**config.mk**
```make
export PLATFORM = sky130hd
export DESIGN_NAME = fft_bfly_r2
export DESIGN_NICKNAME = d
export VERILOG_FILES = /design/src/rtl/fft_pkg.sv /design/src/rtl/fft_cmul.sv /design/src/rtl/fft_bfly_r2.sv
export SDC_FILE = /design/constraint.sdc
export NUM_CORES = 2
export LEC_CHECK = 0
export ABC_AREA = 1
export ABC_CLOCK_PERIOD_IN_PS = 3300
export CAP_MARGIN = 10
export CORE_ASPECT_RATIO = 1.4
export CORE_UTILIZATION = 60
export CTS_CLUSTER_DIAMETER = 200
export DETAILED_ROUTE_END_ITERATION = 10
export PLACE_DENSITY = 0.81
export REMOVE_ABC_BUFFERS = 1
export SLEW_MARGIN = 15
export SYNTH_ARGS = -nofsm -noshare
export SYNTH_HDL_FRONTEND = slang
export SYNTH_SLANG_ARGS = --single-unit
```
**constraint.sdc**
```tcl
create_clock -name clk -period 3.3 [get_ports clk]
set_input_delay 0.66 -clock clk [delete_from_list [all_inputs] [get_ports clk]]
set_output_delay 0.66 -clock clk [all_outputs]
set_load 0.02 [all_outputs]
```
**src/rtl/fft_pkg.sv**
```systemverilog
// Shared types, constants and rounding helper for the radix-2 FFT datapath.
package fft_pkg;

    localparam int FFT_DW           = 16;
    localparam int FFT_CR_STAGE_NUM = 10;

    // Half-LSB rounding constant for the default CORDIC stage count.
    localparam logic signed [63:0] CR_ROUND = 64'sd1 <<< (FFT_CR_STAGE_NUM - 1);

    // Complex container; fields are wide enough for any DW+2 <= 32 value.
    typedef struct packed {
        logic signed [31:0] re;
        logic signed [31:0] im;
    } cplx_t;

    // Round half up, then arithmetic shift right by sh.
    function automatic logic signed [63:0] round_shift(input logic signed [63:0] v,
                                                       input int                 sh);
        logic signed [63:0] rnd;
        rnd = (sh == FFT_CR_STAGE_NUM) ? CR_ROUND : (64'sd1 <<< (sh - 1));
        return (v + rnd) >>> sh;
    endfunction

endpackage

```
**src/rtl/fft_cmul.sv**
```systemverilog
// Complex multiply W*B with W = c - j*s, two register stages sharing one advance enable.
module fft_cmul
    import fft_pkg::*;
#(
    parameter int DW           = FFT_DW,
    parameter int CR_STAGE_NUM = FFT_CR_STAGE_NUM,
    parameter int TW           = CR_STAGE_NUM + 2
) (
    input  logic                 clk,
    input  logic                 rst_n,
    input  logic                 adv,
    input  logic signed [DW-1:0] b_re,
    input  logic signed [DW-1:0] b_im,
    input  logic        [TW-1:0] cos,
    input  logic        [TW-1:0] sin,
    input  logic                 cos_sign,
    output logic signed [DW:0]   wb_re,
    output logic signed [DW:0]   wb_im
);

    localparam int PW = DW + TW + 1;

    logic signed [TW:0]   c_s;
    logic signed [TW:0]   s_s;
    logic signed [PW-1:0] c_x, s_x, bre_x, bim_x;
    logic signed [PW-1:0] m_cbre, m_sbim, m_cbim, m_sbre;

    // Signed twiddle terms, sign-extended to product width.
    always_comb begin
        c_s   = cos_sign ? -$signed({1'b0, cos}) : $signed({1'b0, cos});
        s_s   = $signed({1'b0, sin});
        c_x   = PW'(c_s);
        s_x   = PW'(s_s);
        bre_x = PW'(b_re);
        bim_x = PW'(b_im);
    end

    // S1: register the four partial products.
    always_ff @(posedge clk or negedge rst_n) begin
        if (!rst_n) begin
            m_cbre <= '0;
            m_sbim <= '0;
            m_cbim <= '0;
            m_sbre <= '0;
        end else if (adv) begin
            m_cbre <= c_x * bre_x;
            m_sbim <= s_x * bim_x;
            m_cbim <= c_x * bim_x;
            m_sbre <= s_x * bre_x;
        end
    end

    // S2: combine, round half up, drop the twiddle scale; truncation is lossless since |W| <= 1.
    always_ff @(posedge clk or negedge rst_n) begin
        if (!rst_n) begin
            wb_re <= '0;
            wb_im <= '0;
        end else if (adv) begin
            wb_re <= (DW+1)'(round_shift(64'(m_cbre) + 64'(m_sbim), CR_STAGE_NUM));
            wb_im <= (DW+1)'(round_shift(64'(m_cbim) - 64'(m_sbre), CR_STAGE_NUM));
        end
    end

endmodule

```
**src/rtl/fft_bfly_r2.sv**
```systemverilog
// Radix-2 DIT butterfly, 3-stage pipeline with valid/ready flow control.
// Optional macro FFT_BFLY_SCALE_EN halves the outputs with round half up.
module fft_bfly_r2
    import fft_pkg::*;
#(
    parameter int DW           = FFT_DW,
    parameter int CR_STAGE_NUM = FFT_CR_STAGE_NUM,
    parameter int TW           = CR_STAGE_NUM + 2
) (
    input  logic                 clk,
    input  logic                 rst_n,
    input  logic                 in_valid,
    output logic                 in_ready,
    input  logic signed [DW-1:0] a_re,
    input  logic signed [DW-1:0] a_im,
    input  logic signed [DW-1:0] b_re,
    input  logic signed [DW-1:0] b_im,
    input  logic        [TW-1:0] cos,
    input  logic        [TW-1:0] sin,
    input  logic                 cos_sign,
    output logic                 out_valid,
    input  logic                 out_ready,
    output logic signed [DW+1:0] x0_re,
    output logic signed [DW+1:0] x0_im,
    output logic signed [DW+1:0] x1_re,
    output logic signed [DW+1:0] x1_im
);

    logic              adv;
    logic              v1, v2;
    cplx_t             a_d1, a_d2;
    cplx_t             s0, s1;
    logic signed [DW:0] wb_re, wb_im;

    // Whole pipeline advances unless a valid output is being held.
    always_comb begin
        adv      = out_ready | ~out_valid;
        in_ready = adv;
    end

    fft_cmul #(
        .DW           (DW),
        .CR_STAGE_NUM (CR_STAGE_NUM),
        .TW           (TW)
    ) u_cmul (
        .clk      (clk),
        .rst_n    (rst_n),
        .adv      (adv),
        .b_re     (b_re),
        .b_im     (b_im),
        .cos      (cos),
        .sin      (sin),
        .cos_sign (cos_sign),
        .wb_re    (wb_re),
        .wb_im    (wb_im)
    );

    // Valid bits and operand A delayed to line up with the product path.
    always_ff @(posedge clk or negedge rst_n) begin
        if (!rst_n) begin
            v1   <= 1'b0;
            v2   <= 1'b0;
            a_d1 <= '0;
            a_d2 <= '0;
        end else if (adv) begin
            v1      <= in_valid;
            v2      <= v1;
            a_d1.re <= 32'(a_re);
            a_d1.im <= 32'(a_im);
            a_d2    <= a_d1;
        end
    end

    // Butterfly sum and difference.
    always_comb begin
        s0.re = a_d2.re + 32'(wb_re);
        s0.im = a_d2.im + 32'(wb_im);
        s1.re = a_d2.re - 32'(wb_re);
        s1.im = a_d2.im - 32'(wb_im);
    end

    // S3: output registers, held while stalled.
    always_ff @(posedge clk or negedge rst_n) begin
        if (!rst_n) begin
            out_valid <= 1'b0;
            x0_re     <= '0;
            x0_im     <= '0;
            x1_re     <= '0;
            x1_im     <= '0;
        end else if (adv) begin
            out_valid <= v2;
`ifdef FFT_BFLY_SCALE_EN
            x0_re     <= (DW+2)'((s0.re + 32'sd1) >>> 1);
            x0_im     <= (DW+2)'((s0.im + 32'sd1) >>> 1);
            x1_re     <= (DW+2)'((s1.re + 32'sd1) >>> 1);
            x1_im     <= (DW+2)'((s1.im + 32'sd1) >>> 1);
`else
            x0_re     <= (DW+2)'(s0.re);
            x0_im     <= (DW+2)'(s0.im);
            x1_re     <= (DW+2)'(s1.re);
            x1_im     <= (DW+2)'(s1.im);
`endif
        end
    end

endmodule

```
==> results of run 1 <==
cell usage after synthesis (8+ instances only):
cell type and n:
nand2_1 1470, inv_1 1224, fa_1 714, ha_1 427
nor2_1 348, dfrtp_1 279, o21ai_0 243, a21oi_1 209
nand3_1 155, clkbuf_1 139, xor2_1 64, xnor2_1 56
buf_2 47, a31oi_1 44, nand4_1 38, nor3_1 37
or2_2 36, a21o_1 29, o21bai_1 21, o21ai_1 16
nor4_1 12, nand3b_1 11, o31ai_1 11, buf_1 10
or2_1 9, inv_2 8, o21ai_2 8
stage by stage:
stage	area, sq um	TNS [ns]
after floorplan	44500	-3691.62
after global placement	52700	-269.55
after detailed placement	52700	-274.81
after CTS	60200	-155.18
per-layer routing:
layer,GRT overflow,track usage (%)
met1,1,67.5
met2,88,86.5
met3,4,49.4
met4,55,65.8
met5,1,30.2
cell families after synthesis:
family                   Yosys count
AO/OA/AOI/OAI                    624
XOR/XNOR                         121
flip-flops                       279
AND/OR/NAND/NOR                 2140
adder cells (fa/ha/maj)         1141
buffers and inverters           1447
what timing repair did:
item / in CTS
pin swaps: 448
setup endpoints to repair: 94
endpoints found under the hold margin: 0
gates cloned: 15
setup buffers: 254
resized for setup: 1235
==> metrics.md, run 1 <==
| Metric | Value |
|---|---|
| Outcome | aborted with a tool error |
| Stopped at | 5_1_grt |
| First error | [ERROR GRT-0232] Routing congestion too high. Check the congestion heatmap in the GUI. |
| Mux share of post-synthesis cell area | 0% |
| H-tree depth | 1 |
| Simple-Gate Fraction of Synth Area | a little under a fifth |
| Clk sinks | between 200 and 300 |
| Mapped Area | roughly 45000 sq um |
| Die Wd | ~230 um |
| GRT Total Usage | just under 70% |
| Flip-flop and latch count after synthesis | between 200 and 300 |
| CTS Hold Bufs | 0 |
| Adder-Cell Fraction of Synth Area | between 40% and 50% |
| Avg Cell Area, Syn | ~8 sq um |
| Root buffer cell | clkbuf_16 |
| Die Span Y | ~330 um |
| Synth top area share | 31.5% |
| Bufs on Longest Clock Path | 3 |
| Worst setup endpoint GRT | u_cmul.m_cbim[21]$_DFFE_PN0P_/D |
| Main combinational cell family by area after synthesis | adder cells |
| Synth area leader | fa_1 |
| Syn. warnings | 0 |
| Synth Flop Type | dfrtp_1 |
| Yosys cell types | 56 |
| Post-synth EDFFs | 0 |
| Synth Area in XOR/XNOR | 2.36% |
| Top cells by area, synth | fa_1 (31%), dfrtp_1 (15%), nand2_1 (12%) |
| Row Count | around 120 |
| HPWL Detailed | ~110 mm |
| Initial Util | 60.5% |
| Seq/Total Area, Yosys | between 10% and 20% |
| Total grt overflow | 149 |
| Placed instance count | 7286 |
| IO Count | 167 |
| Worst endpoint pin kind | register data pin |
| Num CTS Buffers | 26 |
| Placement Setup Slack | -3.91 ns |
| Largest net degree at the start of global routing | between 100 and 150 |
| Post-synthesis cell count | approximately 5800 |
| FFs w/ async S/R, synth | 100% |
| I/O Buffers | ~170 |
| Final Wtd Congestion | ~1 |
| Compound-Gate Fraction of Synth Area | slightly below 8% |
==> run 2, diff against run 1 <==
CORE_ASPECT_RATIO = not set   (was 1.4)
CORE_UTILIZATION = 40   (was 60)
CTS_CLUSTER_DIAMETER = not set   (was 200)
PLACE_DENSITY = not set   (was 0.81)
PLACE_DENSITY_LB_ADDON = 0.15   (was not set)
==> run 2 against run 1 <==
Net effect:
- the flow now finishes, with violations (negative setup slack)
- synthesized cell count did not move
- area after synthesis unchanged
==> metrics.md, run 2 <==
| Metric | Value |
|---|---|
| Outcome | finished with violations |
| Failing checks | negative setup slack |
| Most common cell after layout, fill and taps aside | nand2_1 |
| Launching point of the worst reg2reg path | u_cmul.m_sbre[17]$_DFFE_PN0P_ |
| Hold Vio Cnt, Final | 0 |
| CTS tree | built |
| Vias in the first global route | between 40000 and 50000 |
| FF+latch area | 6980 sq um |
| Clk sinks | about 280 |
| Die Wd | 339 um |
| Clock Skew | between 0.015 and 0.02 ns |
| Post-Place Cell Area | ~53000 sq um |
| Num CTS Buffers | 31 |
| Top delay family on crit path | adder cells |
| Bufs on Longest Clock Path | 3 |
| Total grt overflow | 0 |
| # setup viols final | 93 |
| Layout filler cell count | 10292 |
| Placement Setup Slack | -4.08 ns |
| Max stage delay on crit path | between 0.5 and 0.6 ns |
| Die area | 115000 sq um |
| Fin worst setup slack | -2.44 ns |
| Drc violations | 0 |
| Endpoint type of the worst setup path | register |
| Tightest Pin Transition | 0.646 ns |
| Tcrit/Tclk final | 174% |
| Initial DRC Count | between 2000 and 2500 |
| Setup crit start | cos[0] |
| Cell mode on critical path | fa_1 |
| Avg Cell Area, Syn | 7.89 sq um |
| Fmax | about 170 MHz |
| RSZ-0062 raised after global routing | true |
| Synth area leader | fa_1 |
| Most frequent cells in the layout | nand2_1 (1286), inv_1 (1064), fa_1 (622) |
| Multi-input logic area | approximately 38000 sq um |
| Initial Util | between 40 and 50% |
| Setup Crit Path Kind | in2reg |
| Worst-path clk slew | 0.06 ns |
| Total Nets Final | 7883 |
| Post-synthesis cell count | 5752 |
| Top cells by area, synth | fa_1 (31%), dfrtp_1 (15%), nand2_1 (12%) |
| Synth Flop Type | dfrtp_1 |
| Worst Hold Slack | 0.0147 ns |
| Pre-antenna DRT Iters | 6 |
| Routed vias/inst | 4.94 |
| Worst skew pair latency | 0.60 ns |
| Post-synth EDFFs | 0 |
| Req. time, crit path | approximately 3.8 ns |
| Share of layout cells above drive strength 1 | around 30% |
| Core box area | 112000 sq um |
| CP arrival | 6.21 ns |
| Most common cell in the netlist | nand2_1 |
| Flip-flop and latch count after synthesis | between 200 and 300 |
| Crit start category | primary input |
| Largest net degree at the start of global routing | 135 |
| Top flop regs | a_d1 (32), a_d2 (32) |
| Row Count | approximately 120 |
| Pins Over Slew Limit | 0 |
| Routed Antenna Nets | 0 |
| Root buffer cell | clkbuf_16 |
| Synth top area share | 31.5% |
| Syn. warnings | 0 |
| Min cycle time layout | roughly 5.7 ns |
| Hold Crit Class | in2async |
| CP max FO | 8 |
| H-tree depth | 1 |
| IO Count | about 170 |
| Total Wirelength | ~150 mm |
| Vias post-DR | between 40000 and 50000 |
| I/O Buffers | ~170 |
| Mapped Area | roughly 45000 sq um |
| Final Wtd Congestion | slightly above 0.9 |
| Synth-to-Final Area Change | 38.8% |
| Initial antenna violation count | 4 |
| Yosys cell types | between 50 and 60 |
| Max-cap violation count | 0 |
| Slew headroom | a little under three fifths |
| First-pass GRT wire length | ~240 mm |
| DR WL/cell | between 15 and 20 um |
| HPWL Detailed | 118 mm |
| GRT Total Usage | around a quarter |
| Design area | approximately 63000 sq um |
| Top cells by count, synth | nand2_1 (1470), inv_1 (1224), fa_1 (714) |
| Seq/Total Area, Yosys | ~15% |
| Worst Path Buf+Inv | 9 |
| Slowest cell on the critical path | fa_1 |
| Die Span Y | ~340 um |
| FFs w/ async S/R, synth | between 90% and 100% |
## run 2: cell counts after synthesis
No cell type changed its count.
## run 2: final cells by class
| type | count | share of cell area (%) |
|---|---|---|
| Multi-Input combinational cell | 4026 | 59.7 |
| Timing Repair Buffer | 1075 | 17.1 |
| Sequential cell | 279 | 11.1 |
| Inverter | 1236 | 7.49 |
| Tap cell | 1500 | 2.98 |
| Clock buffer | 42 | 1.41 |
| Clock inverter | 14 | 0.193 |
| Antenna cell | 2 | 0.00794 |
## run 2: metal layers
layer	GRT usage [%]	wire, um	vias to the layer above
met5	0	0	-
met2	43.3	70400	947
li1	-	-	19203
met4	8.52	6180	0
met1	35.9	67500	20003
met3	2.65	7360	206
## run 2: cell families after synthesis
group | share of synthesized area, %
buf+inv | 12.3
flops | 15.4
xor+xnor | 2.36
compound gates | 7.73
simple gates | 19.0
fa+ha+maj | 43.2
## run 2: metrics by stage
step / utilization, % / cells / setup TNS [ns]
global route: 56.0 / 8174 / -166.97
floorplan: - / 5541 / -3691.62
CTS: 53.8 / 8102 / -149.48
global placement: 47.5 / 7835 / -289.49
finish: 56.0 / 8174 / -154.18
detailed placement: 47.5 / 7835 / -291.64
## run 2: final timing paths
path                                                 end  slack (ns)  cells after the start
min reg2reg                        out_valid$_DFFE_PN0P_        0.45                      2
max                        u_cmul.m_cbim[26]$_DFFE_PN0P_       -2.44                     32
min in group clk                   out_valid$_DFFE_PN0P_        0.45                      2
min                                 x1_re[1]$_DFFE_PN0P_        0.01                      1
max in group asynchronous  u_cmul.m_sbre[26]$_DFFE_PN0P_        2.51                      2
max reg2reg                 u_cmul.wb_im[12]$_DFFE_PN0P_        0.69                     11
## run 2: worst reg2reg max path, stage by stage, from the launching register on
cell	delay, ns
dfrtp_1	0.34
inv_1	0.06
ha_1	0.29
ha_1	0.35
a21oi_1	0.28
o21ai_0	0.14
a21oi_1	0.16
nand3_1	0.20
a21o_1	0.22
or2_2	0.26
nand3_1	0.09
o21ai_0	0.09
## run 2: what timing repair did
item / in CTS / in global routing
cloned: 14 / 4
endpoints found under the setup margin: 94 / 93
gates resized for setup: 1174 / 583
hold buffers: 0 / 0
pin swaps: 372 / 400
setup buffers: 206 / 97
Power of run 2 is left out: the tool's default activity adds up to more than one toggle a clock period on the data nets, which glitch-free logic cannot reach.
